<file path="config.mk">
export PLATFORM = sky130hd
export DESIGN_NAME = fwd_hazard_ctrl
export DESIGN_NICKNAME = d
export VERILOG_FILES = /design/src/rtl/fwd_hazard_ctrl.sv
export SDC_FILE = /design/constraint.sdc
export NUM_CORES = 1
export LEC_CHECK = 0
export BUFFER_PORTS_ARGS = -buffer_cell sky130_fd_sc_hd__buf_2
export CORE_UTILIZATION = 55
export CTS_CLUSTER_DIAMETER = 100
export DETAILED_ROUTE_END_ITERATION = 8
export GPL_TIMING_DRIVEN = 0
export PLACE_DENSITY = 0.91
export SLEW_MARGIN = 20
export SYNTH_ARGS = -nofsm -noshare
export SYNTH_HDL_FRONTEND = slang
export SYNTH_SLANG_ARGS = --single-unit
</file>
<file path="constraint.sdc">
create_clock -name clk -period 5.2 [get_ports clk]
set_input_delay 1.04 -clock clk [delete_from_list [all_inputs] [get_ports clk]]
set_output_delay 1.04 -clock clk [all_outputs]
set_load 0.005 [all_outputs]
</file>
<file path="src/rtl/fwd_hazard_ctrl.sv">
// fwd_hazard_ctrl: forwarding-select and load-use/branch stall control for a 5-stage MIPS pipeline.
// Producer tags for EX, MEM and WB are shadowed here; the WB tag doubles as the WB-latch source for sel 3.
module fwd_hazard_ctrl #(
    parameter int AW      = 5,
    parameter int NUM_SRC = 2,
    parameter int DEPTH   = 3,
    parameter int CNT_W   = 3
) (
    input  logic                   clk,
    input  logic                   rst_n,
    input  logic                   id_valid_i,
    input  logic [NUM_SRC*AW-1:0]  id_src_i,
    input  logic [NUM_SRC-1:0]     id_src_used_i,
    input  logic [AW-1:0]          id_dst_i,
    input  logic                   id_regwrite_i,
    input  logic                   id_memread_i,
    input  logic                   id_is_branch_i,
    input  logic                   flush_i,
    output logic [NUM_SRC*2-1:0]   ex_fwd_sel_o,
    output logic [NUM_SRC*2-1:0]   id_cmp_sel_o,
    output logic                   stall_o,
    output logic [CNT_W-1:0]       stall_cnt_o
);
    typedef struct packed {
        logic          v;
        logic          wr;
        logic          ld;
        logic [AW-1:0] dst;
    } tag_t;

    tag_t                 ex_q, mem_q, wb_q, ex_d;
    logic [NUM_SRC*2-1:0] fwd_q, fwd_d;
    logic [CNT_W-1:0]     cnt_q, cnt_d;
    logic                 haz, bubble;

    function automatic logic hit(input tag_t t, input int s);
        return t.v && t.wr && t.dst != '0 && t.dst == id_src_i[s*AW +: AW] && id_src_used_i[s];
    endfunction

    always_comb begin
        haz          = 1'b0;
        fwd_d        = '0;
        id_cmp_sel_o = '0;
        for (int s = 0; s < NUM_SRC; s++) begin
            haz = haz | (ex_q.ld && hit(ex_q, s))
                      | (id_is_branch_i && (hit(ex_q, s) || (mem_q.ld && hit(mem_q, s))));
            fwd_d[2*s +: 2] = hit(ex_q, s) ? 2'd1 :
                              hit(mem_q, s) ? 2'd2 :
                              (DEPTH == 3 && hit(wb_q, s)) ? 2'd3 : 2'd0;
            id_cmp_sel_o[2*s +: 2] = (hit(mem_q, s) && !mem_q.ld) ? 2'd1 :
                                     hit(wb_q, s) ? 2'd2 : 2'd0;
        end
    end

    assign stall_o      = id_valid_i && !flush_i && haz;
    assign bubble       = stall_o || flush_i || !id_valid_i;
    assign ex_d         = bubble ? '0 : {1'b1, id_regwrite_i, id_memread_i, id_dst_i};
    assign cnt_d        = !stall_o ? '0 : (&cnt_q) ? cnt_q : cnt_q + 1'b1;
    assign ex_fwd_sel_o = fwd_q;
    assign stall_cnt_o  = cnt_q;

    always_ff @(posedge clk or negedge rst_n) begin
        if (!rst_n) begin
            ex_q  <= '0;
            mem_q <= '0;
            wb_q  <= '0;
            fwd_q <= '0;
            cnt_q <= '0;
        end else begin
            ex_q  <= ex_d;
            mem_q <= ex_q;
            wb_q  <= mem_q;
            fwd_q <= bubble ? '0 : fwd_d;
            cnt_q <= cnt_d;
        end
    end
endmodule

</file>
Word level (Yosys, flattened, before mapping):

Index checks and enable logic that the tools add are counted.
W data, S select, Z words.

* register bits after elaboration: 30

* $add $sub $neg: 1
* equality and inequality tests: 7
* mux-type cells: 14
* bitwise logic cells: 3
* reductions and logical operators: 39

Operator list (number)
* $eq A5 B5 Y1: 6
* $logic_and A1 B1 Y1: 28
* $mux W2: 10
* $reduce_bool A5 Y1: 3
* $mux W8: 1
* $mux W3: 2
* $logic_or A1 B1 Y1: 4
* $mux W4: 1
* $add A3 B1 Y3 const B: 1
* $logic_not A1 Y1: 3
* $or A1 B1 Y1: 3
* $reduce_and A3 Y1: 1
* $ne A2 B2 Y1 const B: 1

Depth between registers and ports, before layout:

Gate-level depths: netlist of run 1.

* depth after elaboration: 14
* depth in mapped cells: 7
* depth with buffers taken out: 7

Worst setup path before layout of run 1:

No wires, ideal clock.

* path kind: input to output
* from: input port id_src_i[3]
* to: output port stall_o
* arrival: 2069 ps
* data required time: 4160 ps
* slack: 2091 ps
* stages: 6
* cell sequence: xor2_1 nor4_1 and3_1 o2111ai_1 and2_4 nor2_1

* word-level cells in the longest chain between the ends: 10
* elaborated cells on any way between the ends: 14
* those cells by class: eq/ne: 2; bitwise: 3; reduce/logical: 9

Ends and longest elaborated chain
* from (decl): line 12 `input logic [NUM_SRC*AW-1:0] id_src_i,`
* $eq A5 B5 Y1: line 37 `return t.v && t.wr && t.dst != '0 && t.dst == id_src_i[s*AW +: AW] && id_src_used_i[s];`
* $logic_and A1 B1 Y1 (2 in series): line 37
* $logic_and A1 B1 Y1: line 46 `| (id_is_branch_i && (hit(ex_q, s) || (mem_q.ld && hit(mem_q, s))));`
* $logic_or A1 B1 Y1: line 46
* $logic_and A1 B1 Y1: line 46
* $or A1 B1 Y1 *: line 46
* $or A1 B1 Y1 *: line 45 `haz = haz | (ex_q.ld && hit(ex_q, s))`
* $or A1 B1 Y1 *: line 46
* $logic_and A1 B1 Y1 *: line 55 `assign stall_o = id_valid_i && !flush_i && haz;`
* to (decl): line 21 `output logic stall_o,`

Every way passes the cells marked *; elsewhere a longest branch is shown, timed or not.

Worst setup path in the final report of run 1:

* from: input port id_src_i[8]
* to: output port stall_o

* word-level cells in the longest chain between the ends: 8
* elaborated cells on any way between the ends: 13
* those cells by class: eq/ne: 2; bitwise: 2; reduce/logical: 9

Ends and longest elaborated chain (line)
* $eq A5 B5 Y1: 37
* $logic_and A1 B1 Y1 (2 in series): 37
* $logic_and A1 B1 Y1: 46
* $logic_or A1 B1 Y1: 46
* $logic_and A1 B1 Y1: 46
* $or A1 B1 Y1 *: 46
* $logic_and A1 B1 Y1 *: 55

Marked as above.

==> results by group, run 1 <==
Status
  – Result of the run: finished clean

Placement
  – Number of port buffers: 35
  – Detailed placement HPWL: 2280 um
  – Minimum setup slack after placement: 1.71 ns
  – Global placer's final weighted congestion: 0.871
  – Post-placement cell area: 1630 um^2
  – Count of placed standard cells including taps: 183

Routing
  – Detail-routed via count per cell: 5.32
  – Detailed-route DRC error count: 0
  – Detailed-route wire length: 2810 um
  – Number of antenna-violating nets in the routed design: 0
  – Number of optimization iterations in the first detailed-route pass: 5
  – Total vias in the final route: 1011
  – Drt wl/cell: 14.8 um
  – Detailed router's first-iteration violation count: 17

Critical path
  – Critical path arrival: 2.45 ns
  – Critical path data required time: 4.16 ns
  – Internal reg-to-reg setup slack: 3.34 ns
  – Critical path cell sequence: buf_2, xor2_1, nor4_1, and3_2, o2111ai_1, and2_4, nor2_1, buf_2
  – Slowest Stage Delay on Critical Path: 0.30 ns
  – Cell seen most often among critical-path stages: buf_2
  – CP Capture Type: primary output
  – Number of cells traversed by the worst register-to-register path: 7
  – Worst path slowest cell: nor4_1
  – CP Max Fanout: 4
  – Kind of launch point of the worst setup path: primary input
  – Startpoint of the lowest-slack register-to-register path: mem_q[3]$_DFF_PN0_
  – Worst R2R End: ex_q[1]$_DFF_PN0_
  – Type of the worst setup path: in2out

Run
  – Max-capacitance violation count: 0

Timing
  – Normalized max-slew margin: 58.8%
  – Number of setup violations in the final report: 0
  – RSZ-0062 raised after global routing: no
  – Final period util: 67.1%
  – Fin Setup TNS: 0 ns
  – Hold Slack: 0.382 ns
  – Shortest clock period the worst path allows after layout: 3.49 ns
  – Clk_skew: 0.00939 ns
  – Hold Violations, Final: 0
  – Max Freq: 0.287 GHz
  – Measured slew at the worst slew-check pin: 0.618 ns
  – Final WS setup: 1.71 ns
  – Number of slew-limit violations in the final report: 0

Pwr
  – Final Total Pwr: 0.410 mW
  – Worst IR drop on VDD: 0.185 mV
  – LEAKAGE: 0.906 nW
  – Power per Cell Area: 244 nW/um^2

Synth
  – Cell with the most instances after synthesis: dfrtp_1
  – Dominant synthesized flop cell: dfrtp_1
  – Library cell with the largest summed area after synthesis: dfrtp_1
  – Number of synthesis warnings: 0
  – Cell count after synthesis: 118
  – Syn nets: 144
  – Flip-flop and latch count after synthesis: 30
  – Proportion of netlist area held by the largest area contributor: 52.9%
  – Fraction of the yosys area taken by sequential cells: 52.9%
  – Commonest cells in the netlist: 30 x dfrtp_1, 25 x xor2_1, 7 x and2_1, 7 x nor2_1
  – Count of distinct cell types in the synthesized netlist: 29
  – Number of flops mapped to enable cells by yosys: 0
  – Ranking of synthesized cells by area: dfrtp_1 53%, xor2_1 15%, xnor2_1 3.7%, and2_1 3.1%, nor4_1 2.6%
  – Post-synth design cell area: 1420 um^2
  – Async SR Flop Fraction: 100%
  – Average footprint of a synthesized cell: 12.0 um^2

GRT
  – Grt met1 use: 26.9%
  – All-layer global routing usage: 24.5%
  – Global Route met3 Usage: 6.09%
  – Global-route layer with the greatest usage: met2
  – Largest net degree at the start of global routing: 31
  – Routing usage on met2: 41.4%
  – Antenna violations before repair: 0
  – Vias in the first global route: 988
  – Global-route wire length before repair: 4460 um
  – Grt ovf: 0

Floorplan
  – Row cnt: 18
  – Number of ports placed on the die boundary: 36
  – Area of the core region: 2450 um^2
  – Chip height: 52.8 um
  – Die width: 52.8 um
  – Total die area: 2790 um^2
  – Initial core utilization: 57.8%

Cells and area
  – Nets: 186
  – Count of non-filler cells in the finished layout: 190
  – Final non-filler cell area: 1680 um^2
  – Share of the core filled with cells: 68.3%
  – Layout area overhead: 18.1%
  – Share of final-layout standard cells stronger than drive strength 1: 33.8%
  – Fillers: 184
  – Antenna cells: 0

CTS
  – Number of hold buffers added after CTS: 0
  – Sinks on Clock Net: 30
  – Clock-pin slew on the worst setup and hold paths: 0.08 ns
  – Clock tree from TritonCTS: built
  – TritonCTS Buffers: 5
  – Clock latency at the later pin of the worst-skew pair: 0.32 ns
  – Max clock buf depth: 2
  – Post-CTS repair timing setup buffer count: 0
  – Clock root cell: clkbuf_4
  – Cells resized by post-CTS repair: 0
  – H-tree Lvls: 2

Min path
  – Hold-critical path depth: 0
  – Sink of the worst hold path: wb_q[7]$_DFF_PN0_
  – Startpoint of the most critical hold path: mem_q[7]$_DFF_PN0_
  – Worst hold path class: reg2reg
[cell type report]
cell class,count,area (um^2),area share [%]
inverters,3,13.8,0.820
flip-flops and latches,30,751,44.7
clock buffers,7,45.0,2.68
multi-input cells,85,656,39.1
repair buffers,35,175,10.4
well taps,30,37.5,2.24
[flip-flops by register name, indices dropped and copies added, names as in the netlist]
| name | cells |
|---|---|
| ex_q | 8 |
| ex_fwd_sel_o | 4 |
| stall_cnt_o | 3 |
| wb_q | 7 |
| mem_q | 8 |
[per-layer routing]
metal | up-vias | routed length, um
met1 | 479 | 1180
met3 | 8 | 114
li1 | 492 | -
met5 | - | 0
met4 | 0 | 81
met2 | 32 | 1430
[placed cells by master, fill, tap and decap left out]
cell type,n
ha_1,2
clkbuf_1,2
and2_4,1
xnor2_1,6
nor3_2,3
or2b_2,1
and4_1,1
and3_2,3
inv_4,1
buf_2,35
inv_1,2
a211oi_2,1
o2111ai_1,1
or3_1,2
a21oi_1,3
o311a_1,2
dfrtp_1,30
a211oi_1,1
nor3_1,1
nand3_2,1
and2_1,7
nand4_1,1
clkbuf_4,5
o221ai_2,1
xor2_1,25
o21a_1,1
and3_1,1
and2_2,2
mux2i_1,2
nor2_1,7
nand2_1,3
nor4_1,6
[logic make-up after synthesis]
family                   synth area share [%]
AO/OA/AOI/OAI                            6.08
XOR/XNOR                                 19.1
adder cells (fa/ha/maj)                  1.76
buffers and inverters                   0.970
flip-flops                               52.9
multiplexers                             1.41
AND/OR/NAND/NOR                          17.8
[how the worst max path moves through the flow]
stage	from	end	slack [ns]
after detailed placement	id_src_i[8]	stall_o	1.71
after floorplan	id_src_i[3]	stall_o	2.09
after global routing	id_src_i[8]	stall_o	1.54
after global placement	id_src_i[3]	stall_o	1.79
final	id_src_i[8]	stall_o	1.71
after CTS	id_src_i[8]	stall_o	1.70
[worst max-delay path: cells and delay by family]
family,cells,cell delay (ns)
buffers and inverters,2,0.24
and+or+nand+nor,4,0.87
AOI/OAI and AO/OA,1,0.15
xor gates and xnor gates,1,0.14
[power breakdown]
group	switching (mW)	internal (mW)
clock network	0.0684	0.0508
logic	0.0233	0.0193
registers	0.00751	0.240
(Power assumes the default switching activity.)
==> inputs of run 2 (changes only) <==
Settings changed: CORE_ASPECT_RATIO from default to 0.5, CORE_UTILIZATION 55 to 52, PLACE_DENSITY 0.91 to 0.87.
Clock period 5.2 ns to 3.4 ns, I/O delays scaled along.
==> run 2 against run 1 <==
Net effect: clock skew shrank 0.0015 ns; combinational power grew 55%; core utilization grew 6.3 points; die area grew 6.0%; highest routed layer unchanged; cell area grew 6.2%; sequential cell count is the same; sequential power grew 53%; largest cell class unchanged; final cell count grew 3.2%; clock power grew to 3.8 times the previous value; routed wire length grew 8.4%; via count grew 3.9%.
==> results by group, run 2 (synthesis gave the netlist of run 1 again) <==
Status
  – Result of the run: finished clean

Placement
  – Number of port buffers: 35 (unchanged)
  – Global placer's final weighted congestion: 0.836 (-4.0%)
  – Post-placement cell area: 1640 um^2 (+0.38%)
  – Detailed placement HPWL: 2240 um (-1.5%)

Timing
  – Normalized max-slew margin: 56.8% (-2.0 points)
  – Number of slew-limit violations in the final report: 0 (unchanged)
  – Max Freq: 0.348 GHz
  – Measured slew at the worst slew-check pin: 0.647 ns (+0.0294 ns)
  – RSZ-0062 raised after global routing: no
  – Clk_skew: 0.00788 ns (-0.00152 ns)
  – Shortest clock period the worst path allows after layout: 2.87 ns
  – Fin Setup TNS: 0 ns (unchanged)
  – Final period util: 84.5%
  – Number of setup violations in the final report: 0 (unchanged)
  – Hold Violations, Final: 0 (unchanged)

Critical path
  – Startpoint of the lowest-slack register-to-register path: ex_q[3]$_DFF_PN0_
  – Kind of launch point of the worst setup path: primary input
  – Worst path slowest cell: nor4_1
  – Worst R2R End: ex_q[5]$_DFF_PN0_
  – CP Max Fanout: 4 (unchanged)
  – Critical path arrival: 2.19 ns (-0.26 ns)
  – Delay-heaviest family, CP: simple AND/OR/NAND/NOR gates
  – Critical Path Stages: 8 (unchanged)
  – CP bufs+invs: 2 (unchanged)
  – Crit path from: id_src_i[3]
  – CP Capture Type: primary output
  – Slowest Stage Delay on Critical Path: 0.36 ns (+0.06 ns)
  – Internal reg-to-reg setup slack: 1.44 ns (-1.90 ns)
  – Critical path cell sequence: buf_2, xor2_1, nor4_1, and3_1, o2111ai_1, and2_4, nor2_1, buf_2
  – Critical path data required time: 2.72 ns (-1.44 ns)
  – End point of the critical path: stall_o
  – Type of the worst setup path: in2out
  – Number of cells traversed by the worst register-to-register path: 7 (unchanged)
  – Cell seen most often among critical-path stages: buf_2

GRT
  – All-layer global routing usage: 25.0% (+0.52 points)
  – Vias in the first global route: 1050 (+6.3%)
  – Grt ovf: 0 (unchanged)
  – Antenna violations before repair: 0 (unchanged)
  – Global-route wire length before repair: 5100 um (+14%)
  – Largest net degree at the start of global routing: 31 (unchanged)

CTS
  – Clock tree from TritonCTS: built
  – Post-CTS repair timing setup buffer count: 0 (unchanged)
  – TritonCTS Buffers: 5 (unchanged)
  – Clock-pin slew on the worst setup and hold paths: 0.07 ns (about the same)
  – Sinks on Clock Net: 30 (unchanged)
  – Max clock buf depth: 2 (unchanged)
  – Clock root cell: clkbuf_8
  – Clock latency at the later pin of the worst-skew pair: 0.28 ns (-0.04 ns)
  – Cells resized by post-CTS repair: 0 (unchanged)
  – Number of hold buffers added after CTS: 0 (unchanged)
  – H-tree Lvls: 2 (unchanged)

Cells and area
  – Most frequent standard cell in the layout excluding fill and tap cells: buf_2
  – Share of final-layout standard cells stronger than drive strength 1: 35.4% (+1.7 points)
  – Layout area overhead: 25.5%
  – Most used cells in the layout excluding fill and tap cells: 35 x buf_2, 30 x dfrtp_1, 25 x xor2_1, 7 x nor2_1, 7 x and2_1
  – Antenna cells: 0 (unchanged)
  – Final non-filler cell area: 1780 um^2 (+6.2%)
  – Nets: 186 (unchanged)
  – Regs by FF count: ex_q (8), mem_q (8), wb_q (7)

Floorplan
  – Row cnt: 12 (-6)
  – Total die area: 2960 um^2 (+6.0%)
  – Number of ports placed on the die boundary: 36 (unchanged)
  – Initial core utilization: 59.5% (+1.6 points)
  – Die width: 75.9 um (+44%)
  – Area of the core region: 2390 um^2 (-2.8%)
  – Chip height: 39.0 um (-26%)

Routing
  – Total vias in the final route: 1050 (+3.9%)
  – Detailed router's first-iteration violation count: 55 (+38)
  – Detail-routed via count per cell: 5.36 (+0.68%)
  – Drt wl/cell: 15.5 um (+5.1%)
  – Number of antenna-violating nets in the routed design: 0 (unchanged)
  – Detailed-route wire length: 3050 um (+8.4%)
  – Number of optimization iterations in the first detailed-route pass: 4 (-1)
  – Detailed-route DRC error count: 0 (unchanged)

Pwr
  – Worst IR drop on VDD: 0.326 mV (+76%)
  – Power per Cell Area: 503 nW/um^2 (+110%)
  – LEAKAGE: 0.952 nW (+5.1%)

Run
  – Max-capacitance violation count: 0 (unchanged)

Min path
  – Worst hold path class: reg2reg
run 2: changes by cell type in the layout (fill, tap and decap cells not counted):
cell	delta
clkbuf_8	+6
clkbuf_4	-5
bufinv_16	+2
clkbuf_1	-2
run 2: worst min path at each step:
stage | startpoint | end | depth (start not counted)
detailed placement | mem_q[7]$_DFF_PN0_ | wb_q[7]$_DFF_PN0_ | 0
finish | mem_q[6]$_DFF_PN0_ | wb_q[6]$_DFF_PN0_ | 0
floorplan | mem_q[6]$_DFF_PN0_ | wb_q[6]$_DFF_PN0_ | 0
global placement | mem_q[7]$_DFF_PN0_ | wb_q[7]$_DFF_PN0_ | 0
global route | ex_q[6]$_DFF_PN0_ | mem_q[6]$_DFF_PN0_ | 0
CTS | mem_q[6]$_DFF_PN0_ | wb_q[6]$_DFF_PN0_ | 0
run 2: metrics by stage:
step / std cells / setup WS (ns) / total power, mW / hold slack, ns / util (%)
after global routing: 196 / 0.420 / 0.925 / 0.403 / 74.6
after global placement: 188 / 0.618 / 0.446 / 0.357 / 68.7
after detailed placement: 188 / 0.562 / 0.451 / 0.360 / 68.7
after floorplan: 118 / 1.01 / 0.415 / 0.354 / -
final: 196 / 0.526 / 0.896 / 0.380 / 74.6
after CTS: 196 / 0.553 / 0.899 / 0.379 / 74.6
run 2: final cells by class:
class                      instances  area [um^2]
clock buffer                       6         82.6
clock inverter                     2         60.1
fill                             158          606
inverter                           3         13.8
multi-input combinational         85          656
sequential                        30          751
tap                               35         43.8
timing repair buffer              35          175
run 2: per-layer routing:
layer / global-route usage [%] / vias up / routed length, um
li1: - / 488 / -
met1: 28.7 / 511 / 1360
met4: 14.9 / 0 / 86
met5: 0 / - / 0
met3: 7.06 / 12 / 136
met2: 44.5 / 39 / 1460
run 2: power by group:
| group | switching [mW] | leakage [nW] | internal [mW] |
|---|---|---|---|
| Sequential | 0.0123 | 0.406 | 0.368 |
| Clock | 0.137 | 0.0714 | 0.313 |
| Combinational | 0.0365 | 0.475 | 0.0295 |
==> inputs of run 3 (changes only) <==
Settings changed: CORE_UTILIZATION 52 to 47, PLACE_DENSITY 0.87 to 0.84.
Clock period 3.4 ns to 2.32 ns, I/O delays scaled along.
==> run 3 against run 2 <==
Net effect: the flow now finishes with violations (negative setup slack); sequential share of layout area decreased by 1.8 points; hold slack got worse by 0.17 ns; via count increased by 8.1%; power increased by 22%; first-iteration DRC count increased by 36%; setup slack got worse by 0.69 ns; sequential cell count unchanged; clock power decreased by 6.0%; critical endpoint unchanged.
==> results by group, run 3 (synthesis gave the netlist of run 1 again) <==
Timing
  – Normalized max-slew margin: 57.5% (+0.69 points)
  – Number of slew-limit violations in the final report: 0 (unchanged)
  – Fin Setup TNS: -0.475 ns (-0.475 ns)
  – Final WS setup: -0.164 ns (-0.690 ns)
  – Number of setup violations in the final report: 5 (+5)
  – Measured slew at the worst slew-check pin: 0.637 ns (-0.0103 ns)
  – Max Freq: 0.403 GHz
  – Clk_skew: 0.00908 ns (+0.00120 ns)
  – Hold Slack: 0.206 ns (-0.175 ns)
  – RSZ-0062 raised after global routing: yes
  – Final period util: 107%
  – Shortest clock period the worst path allows after layout: 2.48 ns
  – Hold Violations, Final: 0 (unchanged)

Routing
  – Detailed-route DRC error count: 0 (unchanged)
  – Detailed router's first-iteration violation count: 75 (+36%)
  – Detailed-route wire length: 3830 um (+26%)
  – Detail-routed via count per cell: 5.48 (+2.4%)
  – Number of optimization iterations in the first detailed-route pass: 4 (unchanged)
  – Number of antenna-violating nets in the routed design: 0 (unchanged)
  – Total vias in the final route: 1135 (+8.1%)
  – Drt wl/cell: 18.5 um (+19%)

CTS
  – Sinks on Clock Net: 30 (unchanged)
  – TritonCTS Buffers: 5 (unchanged)
  – Clock root cell: clkbuf_8
  – Clock tree from TritonCTS: built
  – Number of hold buffers added after CTS: 0 (unchanged)
  – Max clock buf depth: 2 (unchanged)
  – H-tree Lvls: 2 (unchanged)
  – Clock-pin slew on the worst setup and hold paths: 0.07 ns (about the same)
  – Clock latency at the later pin of the worst-skew pair: 0.28 ns (about the same)

GRT
  – Antenna violations before repair: 0 (unchanged)
  – Vias in the first global route: 1045 (-0.48%)
  – Grt ovf: 0 (unchanged)
  – Global-route wire length before repair: 5180 um (+1.5%)
  – Largest net degree at the start of global routing: 31 (unchanged)
  – All-layer global routing usage: 23.7% (-1.3 points)

Floorplan
  – Row cnt: 13 (+1)
  – Number of ports placed on the die boundary: 36 (unchanged)
  – Area of the core region: 2730 um^2 (+14%)
  – Total die area: 3260 um^2 (+10%)
  – Chip height: 40.9 um (+4.9%)
  – Initial core utilization: 52.0% (-7.5 points)
  – Die width: 79.7 um (+5.0%)

Critical path
  – Type of the worst setup path: reg2out
  – Critical path data required time: 1.86 ns (-0.86 ns)
  – Critical path cell sequence: xor2_1, nor4_1, and3_2, o221ai_4, and2_4, nor2_1, buf_2
  – Crit path from: ex_q[0]$_DFF_PN0_
  – Internal reg-to-reg setup slack: 0.32 ns (-1.12 ns)
  – Slowest Stage Delay on Critical Path: 0.44 ns (+0.08 ns)
  – Worst path slowest cell: dfrtp_2
  – Number of cells traversed by the worst register-to-register path: 8 (+1)
  – Startpoint of the lowest-slack register-to-register path: mem_q[3]$_DFF_PN0_
  – Critical path arrival: 2.02 ns (-0.17 ns)
  – CP Capture Type: primary output
  – Kind of launch point of the worst setup path: flip-flop
  – Worst R2R End: ex_q[4]$_DFF_PN0_
  – CP Max Fanout: 4 (unchanged)

Cells and area
  – Most frequent standard cell in the layout excluding fill and tap cells: buf_2
  – Regs by FF count: ex_q (8), mem_q (8), wb_q (7)
  – Nets: 195 (+4.8%)
  – Share of the core filled with cells: 68.5% (-6.1 points)
  – Most used cells in the layout excluding fill and tap cells: 35 x buf_2, 26 x dfrtp_1, 25 x xor2_1, 8 x buf_4, 7 x and2_1
  – Layout area overhead: 31.9%
  – Final non-filler cell area: 1870 um^2 (+5.1%)
  – Count of non-filler cells in the finished layout: 207 (+5.6%)
  – Antenna cells: 0 (unchanged)
  – Share of final-layout standard cells stronger than drive strength 1: 45.3% (+9.9 points)

Placement
  – Post-placement cell area: 1640 um^2 (+0.15%)
  – Count of placed standard cells including taps: 190 (+1.1%)
  – Number of port buffers: 35 (unchanged)
  – Minimum setup slack after placement: -0.0939 ns (-0.656 ns)
  – Detailed placement HPWL: 2280 um (+1.6%)
  – Global placer's final weighted congestion: 0.933 (+12%)

Min path
  – Worst hold path class: in2async

Pwr
  – Internal power: 0.829 mW (+17%)
  – Power per Cell Area: 585 nW/um^2 (+16%)
  – LEAKAGE: 0.971 nW (+2.0%)
  – Part of the power in registers: 51.1% (+8.7 points)
  – Total net switching power: 0.267 mW (+44%)
  – Clock network power share: 38.6% (-12 points)
  – Switching portion of total power: 24.4% (+3.6 points)
  – Final Total Pwr: 1.10 mW (+22%)
  – Portion of total power attributed to combinational logic: 10.3% (+2.9 points)
  – Worst IR drop on VDD: 0.508 mV (+56%)

Status
  – Result of the run: finished, violations left
  – Failing checks: negative setup slack

Run
  – Max-capacitance violation count: 0 (unchanged)
-- run 3: cell count changes in the layout (fill, tap and decap cells not counted), moves of 2 or more --
cell	delta
nor4_1	-3
nor4_2	+3
buf_4	+8
dfrtp_2	+4
and3_4	+2
nor2_1	-2
nor2_2	+2
bufinv_16	-2
dfrtp_1	-4
-- run 3: worst max-delay path by stage --
stage	end	slack, ns	depth (start not counted)
after CTS	stall_o	-0.10	7
after global placement	stall_o	-0.05	8
after detailed placement	stall_o	-0.09	8
after floorplan	stall_o	0.36	6
after global routing	stall_o	-0.27	7
final	stall_o	-0.16	7
-- run 3: per-layer routing --
metal	GRT usage [%]	vias to the layer above	wire [um]
met4	11.6	0	106
met3	5.33	15	244
met5	0	-	0
met1	29.2	553	1580
li1	-	506	-
met2	41.7	61	1900
-- run 3: cell type report --
cell class | instances | area, um^2
clock buffers | 7 | 86.3
clock inverters | 1 | 5.00
fillers | 189 | 860
inverters | 3 | 13.8
multi-input cells | 85 | 719
flip-flops and latches | 30 | 756
well taps | 37 | 46.3
repair buffers | 44 | 246
-- run 3: power by group through the flow --
stage               clock network [mW]  logic, mW  registers [mW]
floorplan                            0     0.0464           0.561
detailed placement                   0     0.0922           0.567
CTS                              0.427      0.102           0.558
global placement                     0     0.0889           0.566
global route                     0.460      0.122           0.561
finish                           0.423      0.113           0.559
-- run 3: worst max-delay path: cells and delay by family, from the launching register on --
family	cells	cell delay, ns
XOR/XNOR	1	0.19
flip-flops	1	0.44
buffers and inverters	1	0.11
AND/OR/NAND/NOR	4	0.87
AO/OA/AOI/OAI	1	0.13
-- run 3: repair_timing --
| action | in CTS | in global routing |
|---|---|---|
| setup buffers | 6 | 3 |
| setup endpoints to repair | 4 | 5 |
| gates resized for setup | 10 | 7 |
| pin swaps | 12 | 9 |
